--- config.mk ---
export PLATFORM = sky130hd
export DESIGN_NAME = rr_arbiter
export DESIGN_NICKNAME = d
export VERILOG_FILES = /design/src/rtl/rr_arbiter.sv
export SDC_FILE = /design/constraint.sdc
export NUM_CORES = 1
export LEC_CHECK = 0
export ABC_AREA = 1
export CAP_MARGIN = 20
export CORE_ASPECT_RATIO = 0.9
export CORE_UTILIZATION = 50
export DETAILED_ROUTE_END_ITERATION = 10
export GPL_ROUTABILITY_DRIVEN = 0
export GPL_TIMING_DRIVEN = 0
export MAX_ROUTING_LAYER = met4
export PLACE_DENSITY = 0.82
export SKIP_CTS_REPAIR_TIMING = 1
export SLEW_MARGIN = 20
export SYNTH_ARGS = -nofsm -noshare
export SYNTH_HDL_FRONTEND = slang
export SYNTH_SLANG_ARGS = --single-unit
--- constraint.sdc ---
create_clock -name clk -period 2 [get_ports clk]
set_clock_uncertainty 0.15 [all_clocks]
set_input_delay 0.3 -clock clk [delete_from_list [all_inputs] [get_ports clk]]
set_output_delay 0.3 -clock clk [all_outputs]
set_load 0.005 [all_outputs]
--- src/rtl/rr_arbiter.sv ---
// rr_arbiter: round-robin arbiter with a bounded grant length.
//
// State table
//   state | meaning
//   IDLE  | no grant outstanding, arbitrate on any request
//   GRANT | one requester holds the grant, timer running
//   GAP   | one dead cycle after a grant, arbitrate again
//
// Ports
//   clk         : single clock, all state changes on posedge
//   rst_n       : synchronous active-low reset
//   req[N]      : per-requester request level
//   done[N]     : per-requester completion pulse (only the holder's bit counts)
//   gnt[N]      : registered one-hot grant
//   gnt_id      : registered index of the holder, held outside GRANT
//   busy        : high while in GRANT
//   timeout_err : one-cycle pulse in the GAP that follows a timed-out grant
module rr_arbiter #(
  parameter int N       = 4,
  parameter int TIMEOUT = 16
) (
  input  logic                 clk,
  input  logic                 rst_n,
  input  logic [N-1:0]         req,
  input  logic [N-1:0]         done,
  output logic [N-1:0]         gnt,
  output logic [$clog2(N)-1:0] gnt_id,
  output logic                 busy,
  output logic                 timeout_err
);

  localparam int IW = $clog2(N);

  typedef enum logic [1:0] {
    IDLE  = 2'd0,
    GRANT = 2'd1,
    GAP   = 2'd2
  } state_t;

  state_t        state, state_nx;
  logic [IW-1:0] ptr, ptr_nx;
  logic [IW-1:0] win;
  logic [IW-1:0] idx;
  logic [IW-1:0] gnt_id_nx;
  logic [7:0]    timer, timer_nx;
  logic [N-1:0]  gnt_nx;
  logic          busy_nx;
  logic          terr_nx;
  logic          release_c;
  logic          expire_c;

  // Scan offsets from the far end down to ptr+1 so the nearest set
  // request after ptr is the last one written and therefore wins.
  always_comb begin
    win = ptr;
    idx = '0;
    for (int k = N; k >= 1; k--) begin
      idx = IW'((int'(ptr) + k) % N);
      if (req[idx]) win = idx;
    end
  end

  assign release_c = done[gnt_id] | ~req[gnt_id];
  assign expire_c  = (timer == 8'(TIMEOUT - 1));

  always_comb begin
    state_nx  = state;
    gnt_nx    = '0;
    gnt_id_nx = gnt_id;
    busy_nx   = 1'b0;
    terr_nx   = 1'b0;
    timer_nx  = timer;
    ptr_nx    = ptr;
    case (state)
      IDLE, GAP: begin
        if (|req) begin
          state_nx  = GRANT;
          gnt_nx    = N'(1) << win;
          gnt_id_nx = win;
          busy_nx   = 1'b1;
          timer_nx  = '0;
          ptr_nx    = win;
        end else begin
          state_nx = IDLE;
        end
      end
      GRANT: begin
        if (release_c || expire_c) begin
          state_nx = GAP;
          // a release on the expiry cycle is a normal release, not an error
          terr_nx  = ~release_c;
        end else begin
          gnt_nx   = gnt;
          busy_nx  = 1'b1;
          timer_nx = timer + 8'd1;
        end
      end
      default: state_nx = IDLE;
    endcase
  end

  always_ff @(posedge clk) begin
    if (!rst_n) begin
      state       <= IDLE;
      gnt         <= '0;
      gnt_id      <= '0;
      busy        <= 1'b0;
      timeout_err <= 1'b0;
      timer       <= '0;
      ptr         <= IW'(N - 1);
    end else begin
      state       <= state_nx;
      gnt         <= gnt_nx;
      gnt_id      <= gnt_id_nx;
      busy        <= busy_nx;
      timeout_err <= terr_nx;
      timer       <= timer_nx;
      ptr         <= ptr_nx;
    end
  end

endmodule

==> qor.yml, run 1 <==
wirelength_um: 2470
max_slew_margin_pct: 71.7
clkTransAtPathRegs_ns: 0.10
start_util_pct: 53.6
grt_usage_pct: 21.3
vias: 1127
grt_start_max_net_pins: 11
avgSynthCellArea_um2: 6.74
num_antenna_cells: 0
maxSlewViolCount: 0
root_buffer: "clkbuf_4"
syn-num-nets: 186
hp-class: "flip-flop to flip-flop"
cp-start-kind: "flip-flop"
wl_per_cell_um: 11.1
synth_area_leaders: "dfxtp_1 34%, nand2_1 15%, nand3_1 8.1%"
dieArea_um2: 2560
seq_area_frac_synth_pct: 33.9
crit_type: "flip-flop to output port"
n_fill_cell: 197
fin_crit_ns: 1.72
ys.flop_type: "dfxtp_1"
dieHeight_um: 48.1
grt_pass1_vias: 939
slowest_delay_ns: 0.54
synth.ff_latch_count: 20
critPathCaptureType: "output port"
yosysWarnings: 0
first_pass_iters: 4
final_cell_mix: "48 x nand2_1, 20 x dfxtp_1, 19 x nand3_1"
wl_met3_um: 101
syn_area_um2: 1180
cts_tree: "yes"
crit_chain: "clkdlybuf4s50_1"
highest_layer: "met4"
cp.required_ns: 1.55
fmax_mhz: 581
nets: 208
syn_inst: 175
met1_length_um: 1200
io_pins: 18
htreeDepth: 1
power.density_nw_per_um2: 969
synth_edf_count: 0
status: "finished clean"
remaining_drc_errors: 0
drt-initial-drc-count: 31
antenna_found_initial: 0
synth_top_area_share_pct: 33.9
cts_sinks: 20
worst_pin_slew_ns: 0.424
dpl.cell_count: 219
setup-tns-final_ns: 0
die_w_um: 53.2
ctsLongestPathBuffers: 2
crit_path_max_fanout: 4
vias_per_cell: 5.08
maxCapViolCount: 0
hold_viol: 0
rsz0062_at_grt: "no"
fin_crit_sh_pct: 86.1
synth_cell_type_count: 25
p_leak_nw: 0.648
clkLatencyLatePin_ns: 0.30
antenna_left: 0
grt_pass1_wl_um: 3790
dp_hpwl_um: 1900
overflow: 0
synth-async-reset-ratio_pct: 0
dr_wl_met2_um: 1140
setup_violations: 0
final_common_cell: "nand2_1"
port_buffers: 17
arrival_ns: 1.27
critical_path_buf_inv_count: 1
areaGrowthSynthToFinish_pct: 19.2
fin_cells: 222
crit_slowest_cell: "clkdlybuf4s50_1"
cts_buffers: 3
vdd_drop_max_mv: 0.756
coreArea_um2: 2200
critical-path-top-delay-family: "buffers and inverters"
yosysTopAreaCell: "dfxtp_1"
rows: 16
drive_gt1_share_pct: 17.4
## synthesized netlist by cell type (2+ instances only)
library cell / instances
a21oi_2: 3
inv_2: 5
o21ai_0: 2
nor2_4: 3
nand4_1: 3
inv_1: 15
a21oi_1: 8
nor2_1: 18
nand3_1: 19
xor2_1: 2
nand2_2: 12
nand2_1: 48
o21ai_1: 2
nand3_2: 2
dfxtp_1: 20
clkinv_1: 2
nand2_4: 3
## where the power goes
part           internal (W)  total [W]  switching (W)
logic              0.000268   0.000663       0.000395
clock network     0.0000703   0.000190       0.000120
registers          0.000458   0.000509      0.0000502
total              0.000797    0.00136       0.000565
## worst paths after layout
| kind | start | to | slack (ns) | depth (start not counted) |
|---|---|---|---|---|
| max | gnt_id[1] | gnt_id[1] | 0.28 | 1 |
| min | gnt[0] | gnt[0] | 0.33 | 2 |
| max reg2reg | timer[0] | gnt[3] | 0.38 | 8 |
| min reg2reg | gnt[0] | gnt[0] | 0.33 | 2 |
## flip-flops by register name, indices dropped and copies added (netlist names)
register     flops
timer            8
gnt_id           2
gnt              4
timeout_err      1
busy             1
ptr              2
state            2
## cell type report
class                      count  area (um^2)  area share, %
multi-input combinational    131          677           48.1
inverter                      22         82.6           5.87
buffer                         2         20.0           1.42
clock buffer                   3         22.5           1.60
sequential                    20          400           28.5
tap                           27         33.8           2.40
timing repair buffer          17          170           12.1
## kinds of logic after synthesis
| family | after synthesis | synth area share [%] |
|---|---|---|
| XOR/XNOR | 3 | 2.23 |
| AO/OA/AOI/OAI | 17 | 8.70 |
| flip-flops | 20 | 33.9 |
| adder cells (fa/ha/maj) | 1 | 1.06 |
| buffers and inverters | 24 | 8.70 |
| AND/OR/NAND/NOR | 110 | 45.4 |
## metrics by stage
| step | total power (W) | setup slack [ns] | utilization (%) | area [um^2] | hold slack [ns] |
|---|---|---|---|---|---|
| after floorplan | 0.000988 | 0.573 | - | 1180 | 0.249 |
| after global placement | 0.00115 | 0.0786 | 62.8 | 1380 | 0.310 |
| after global routing | 0.00147 | 0.236 | 63.9 | 1410 | 0.357 |
| after CTS | 0.00137 | 0.274 | 63.9 | 1410 | 0.335 |
| final | 0.00136 | 0.279 | 63.9 | 1410 | 0.327 |
| after detailed placement | 0.00118 | 0.0488 | 62.8 | 1380 | 0.319 |
## routing by layer
metal / GRT usage [%] / vias to the layer above
met5: - / -
met3: 5.71 / 4
met1: 25.7 / 502
met2: 35.8 / 25
li1: - / 596
met4: 4.21 / 0
Power figures use the tool's default switching activity.
==> run 2, diff against run 1 <==
--- a/config.mk
+++ b/config.mk
@@ -8,7 +8,9 @@
 export ABC_AREA = 1
 export CAP_MARGIN = 20
 export CORE_ASPECT_RATIO = 0.9
+export CORE_MARGIN = 3
 export CORE_UTILIZATION = 50
+export CTS_CLUSTER_SIZE = 24
 export DETAILED_ROUTE_END_ITERATION = 10
 export GPL_ROUTABILITY_DRIVEN = 0
 export GPL_TIMING_DRIVEN = 0
==> run 2 against run 1 <==
  * Sequential power about the same
  * Critical path depth stayed put
  * Final cell count up 0.45%
  * Sequential share of layout area fell by 0.28 points
  * Combinational power about the same
  * Clock power up 22%
  * Clock-buffer cell count grew 1
  * Via count down 0.35%
  * Utilization is 0.62 points higher
  * Cell area increased by 0.98%
  * Register-to-register slack about the same
  * Non-clock buffer count did not move
  * Largest cell class unchanged
  * Largest power group unchanged
  * Highest routed layer unchanged
==> qor.yml, run 2 (synthesis gave the netlist of run 1 again) <==
ctsLongestPathBuffers: 2  # unchanged
dieHeight_um: 52.1  # +8.3%
fmax_mhz: 587  # +0.98%
maxSlewViolCount: 0  # unchanged
wl_per_cell_um: 11.7  # +5.5%
cp-start-kind: "flip-flop"
final_cell_mix: "48 x nand2_1, 20 x dfxtp_1, 19 x nand3_1"
slowest_delay_ns: 0.53  # about the same
fin_util_pct: 64.5  # +0.62 points
crit_slowest_cell: "clkdlybuf4s50_1"
clkLatencyLatePin_ns: 0.30  # about the same
die_w_um: 57.2  # +7.5%
final_common_cell: "nand2_1"
htreeDepth: 1  # unchanged
multiInputGateArea_um2: 677  # unchanged
maxCapViolCount: 0  # unchanged
largest-register: "timer"
largestRegisters: "timer (8), gnt (4)"
antenna_left: 0  # unchanged
nets: 208  # unchanged
crit_type: "flip-flop to output port"
max_slew_margin_pct: 71.1  # -0.66 points
areaGrowthSynthToFinish_pct: 20.4
vdd_drop_max_mv: 0.649  # -14%
arrival_ns: 1.25  # -0.02 ns
critical-path-top-delay-family: "buffers and inverters"
dp_hpwl_um: 2010  # +5.8%
critPathCaptureType: "output port"
status: "finished clean"
port_buffers: 17  # unchanged
rsz0062_at_grt: "no"
drt-initial-drc-count: 20  # -35%
start_util_pct: 53.6  # unchanged
setup_violations: 0  # unchanged
crit_path_max_fanout: 5  # +1
antenna_found_initial: 0  # unchanged
cts_sinks: 20  # unchanged
setup-tns-final_ns: 0  # unchanged
num_antenna_cells: 0  # unchanged
root_buffer: "clkbuf_4"
vias_per_cell: 5.04  # -0.80%
power.density_nw_per_um2: 988  # +2.0%
grt_pass1_wl_um: 4320  # +14%
hold_viol: 0  # unchanged
rows: 16  # unchanged
vias: 1123  # -0.35%
critical_path_buf_inv_count: 1  # unchanged
coreArea_um2: 2200  # unchanged
io_pins: 18  # unchanged
hp-class: "flip-flop to flip-flop"
regArea_um2: 400  # unchanged
grt_pass1_vias: 1060  # +13%
worst_pin_slew_ns: 0.434  # +0.00985 ns
largest_reg_flops: 8  # unchanged
grt_usage_pct: 19.0  # -2.3 points
fin_crit_ns: 1.70  # -0.0167 ns
first_pass_iters: 4  # unchanged
remaining_drc_errors: 0  # unchanged
cts_buffers: 3  # unchanged
crit_chain: "clkdlybuf4s50_1"
cts_tree: "yes"
wirelength_um: 2610  # +6.0%
drive_gt1_share_pct: 17.9  # +0.42 points
p_leak_nw: 0.655  # +1.1%
clkTransAtPathRegs_ns: 0.11  # about the same
grt_start_max_net_pins: 12  # +1
dieArea_um2: 2980  # +16%
hold_ws_ns: 0.338  # +0.0113 ns
cp.required_ns: 1.55  # about the same
fin_crit_sh_pct: 85.2  # -0.83 points
overflow: 0  # unchanged
n_fill_cell: 200  # +1.5%
## run 2: changes by cell type in the layout (fill, tap and decap cells not counted)
cell,before,now
clkbuf_8,0,1
## run 2: cell type report
class                   count  share of cell area [%]
flip-flops and latches     20                    28.2
clock buffers               4                    2.56
multi-input cells         131                    47.7
well taps                  27                    2.38
plain buffers               2                    1.41
inverters                  22                    5.81
repair buffers             17                    12.0
## run 2: power by group
part	internal (W)	total (W)	switching, W	leakage [nW]
Clock	0.000111	0.000232	0.000121	0.0210
Combinational	0.000269	0.000661	0.000393	0.471
Sequential	0.000458	0.000509	0.0000507	0.164
## run 2: per-stage QoR
| step | power, W | area (um^2) | cells | worst slack (ns) |
|---|---|---|---|---|
| after global placement | 0.00115 | 1380 | 219 | 0.0641 |
| final | 0.00140 | 1420 | 223 | 0.296 |
| after CTS | 0.00141 | 1420 | 223 | 0.294 |
| after global routing | 0.00150 | 1420 | 223 | 0.176 |
| after detailed placement | 0.00118 | 1380 | 219 | 0.00255 |
| after floorplan | 0.000988 | 1180 | 175 | 0.573 |
## run 2: per-layer routing
layer  vias up  share of wire [%]  GRT usage (%)
met1       495                 45           22.0
met4         0               0.54           3.47
met3         2                5.1           4.47
met5         -                  0              -
met2        29                 49           33.8
li1        597                  -              -
## run 2: worst paths after layout
| kind | start | to | slack, ns | cells after the start |
|---|---|---|---|---|
| setup reg to reg | timer[0] | gnt[2] | 0.38 | 8 |
| hold / removal | gnt[3] | gnt[3] | 0.34 | 2 |
| setup / recovery | gnt_id[0] | gnt_id[0] | 0.30 | 1 |
| hold reg to reg | gnt[3] | gnt[3] | 0.34 | 2 |
==> run 3, diff against run 2 <==
==> constraint.sdc (replaced) <==
create_clock -name clk -period 1.7 [get_ports clk]
set_clock_uncertainty 0.15 [all_clocks]
set_input_delay 0.255 -clock clk [delete_from_list [all_inputs] [get_ports clk]]
set_output_delay 0.255 -clock clk [all_outputs]
set_load 0.005 [all_outputs]
==> run 3 against run 2 <==
  * Sequential power is 18% higher
  * Global-route usage stayed put
  * Setup slack worse by 0.26 ns
  * Cell area is 1.2% higher
  * Final cell count stayed put
  * Register-to-register slack worse by 0.28 ns
  * Clock-buffer cell count stayed put
  * Clock power is 19% higher
  * Sequential cell count stayed put
  * Hold slack hardly changed
  * Critical endpoint unchanged
  * Largest cell class unchanged
  * Highest routed layer unchanged
==> qor.yml, run 3 (synthesis gave the netlist of run 1 again) <==
status: "finished clean"
arrival_ns: 1.26  # about the same
dp_hpwl_um: 2010  # unchanged
clkLatencyLatePin_ns: 0.30  # about the same
fmax_mhz: 601
final_common_cell: "nand2_1"
p_switching_w: 0.000674  # +19%
nets: 208  # unchanged
ctsLongestPathBuffers: 2  # unchanged
n_fill_cell: 202  # +1.0%
io_pins: 18  # unchanged
largest_reg_flops: 8  # unchanged
setup_violations: 0  # unchanged
maxSlewViolCount: 0  # unchanged
root_buffer: "clkbuf_4"
largestRegisters: "timer (8), gnt (4)"
hold_viol: 0  # unchanged
crit_path_max_fanout: 5  # unchanged
antenna_left: 0  # unchanged
cts_tree: "yes"
critical-path-top-delay-family: "buffers and inverters"
overflow: 0  # unchanged
vias_per_cell: 5.09  # +1.2%
grt_pass1_vias: 1060  # unchanged
start_util_pct: 53.6  # unchanged
min-delay-start: "gnt[3]"
vias: 1136  # +1.2%
final_cell_mix: "48 x nand2_1, 19 x nand3_1, 19 x dfxtp_1"
grt_start_max_net_pins: 12  # unchanged
rows: 16  # unchanged
regArea_um2: 402  # +0.31%
fin_crit_sh_pct: 97.8
crit_slowest_cell: "clkdlybuf4s50_1"
seq_power_share_pct: 36.0  # -0.3 points
r2r_start: "timer[1]"
swShare_pct: 40.5  # +0.22 points
largest-register: "timer"
htreeDepth: 1  # unchanged
remaining_drc_errors: 0  # unchanged
wl_per_cell_um: 11.8  # +0.54%
slowest_delay_ns: 0.53  # about the same
dpl.cell_count: 219  # unchanged
drive_gt1_share_pct: 19.4  # +1.5 points
fin_util_pct: 65.3  # +0.80 points
p_int_w: 0.000990  # +18%
port_buffers: 17  # unchanged
ff2ff_path_depth: 8  # unchanged
r2r-end: "timer[0]"
max_slew_margin_pct: 71.3  # +0.17 points
dieHeight_um: 52.1  # unchanged
rrSetupSlack_ns: 0.10  # -0.28 ns
areaGrowthSynthToFinish_pct: 21.8
vdd_drop_max_mv: 0.775  # +19%
worst_pin_slew_ns: 0.431  # -0.00249 ns
dieArea_um2: 2980  # unchanged
fin_crit_ns: 1.66
crit_chain: "clkdlybuf4s50_1"
num_antenna_cells: 0  # unchanged
first_pass_iters: 4  # unchanged
die_w_um: 57.2  # unchanged
cp-start-kind: "flip-flop"
maxCapViolCount: 0  # unchanged
cp.required_ns: 1.29  # -0.26 ns
clkTransAtPathRegs_ns: 0.12  # about the same
grt_pass1_wl_um: 4320  # unchanged
holdPathEnd: "gnt[3]"
antenna_found_initial: 0  # unchanged
hp-class: "flip-flop to flip-flop"
pwr-share-comb_pct: 47.5  # +0.4 points
total_power_w: 0.00166  # +19%
cts_sinks: 20  # unchanged
path_depth: 1  # unchanged
wirelength_um: 2630  # +0.54%
power.density_nw_per_um2: 1160  # +17%
hold_ws_ns: 0.338  # +0.000196 ns
p_leak_nw: 0.663  # +1.1%
multiInputGateArea_um2: 691  # +2.0%
critical_path_buf_inv_count: 1  # unchanged
cts_buffers: 3  # unchanged
fin_cells: 223  # unchanged
critPathCaptureType: "output port"
clkPwrFrac_pct: 16.5  # about the same
drt-initial-drc-count: 15  # -25%
hold_depth: 2  # unchanged
coreArea_um2: 2200  # unchanged
grt_usage_pct: 19.0  # unchanged
rsz0062_at_grt: "yes"
crit_type: "flip-flop to output port"
run 3: per-layer routing:
metal	track usage, %	vias up	share of wire, %
met5	-	-	0
met4	3.47	0	0.84
met3	4.47	4	4.7
met2	33.8	27	49
met1	22.0	507	45
li1	-	598	-
run 3: power groups by stage:
stage / clock, W / combinational, W / sequential, W
after global placement: 0 / 0.000752 / 0.000603
after CTS: 0.000277 / 0.000785 / 0.000598
after detailed placement: 0 / 0.000780 / 0.000607
final: 0.000275 / 0.000790 / 0.000600
after global routing: 0.000295 / 0.000878 / 0.000607
after floorplan: 0 / 0.000561 / 0.000601
run 3: worst max path at each step:
stage               startpoint   endpoint  slack [ns]
floorplan             timer[0]     gnt[2]        0.27
global route          timer[1]     gnt[3]       -0.01
CTS                  gnt_id[0]  gnt_id[0]        0.04
global placement        req[1]   timer[2]       -0.19
detailed placement      req[1]   timer[5]       -0.25
finish               gnt_id[0]  gnt_id[0]        0.04
run 3: final cells by class:
type	instances	area share, %
tap	27	2.35
inverter	22	5.74
clock buffer	4	2.52
buffer	2	1.39
multi-input combinational	131	48.0
timing repair buffer	17	12.0
sequential	20	27.9
run 3: worst reg2reg max path, stage by stage (launching register included):
cell and delay, ns:
dfxtp_1 0.37, ha_2 0.21, nand2_1 0.09, nor2_2 0.14, nor2_4 0.06, nand2_4 0.12, clkinv_1 0.16, nor2_1 0.13
nor2_1 0.06
run 3: stage by stage:
| step | setup TNS [ns] | setup slack, ns | cell area, um^2 |
|---|---|---|---|
| floorplan | 0 | 0.273 | 1180 |
| global placement | -2.11 | -0.191 | 1380 |
| detailed placement | -3.55 | -0.252 | 1380 |
| CTS | 0 | 0.0388 | 1420 |
| global route | -0.0243 | -0.0123 | 1440 |
| finish | 0 | 0.0367 | 1440 |
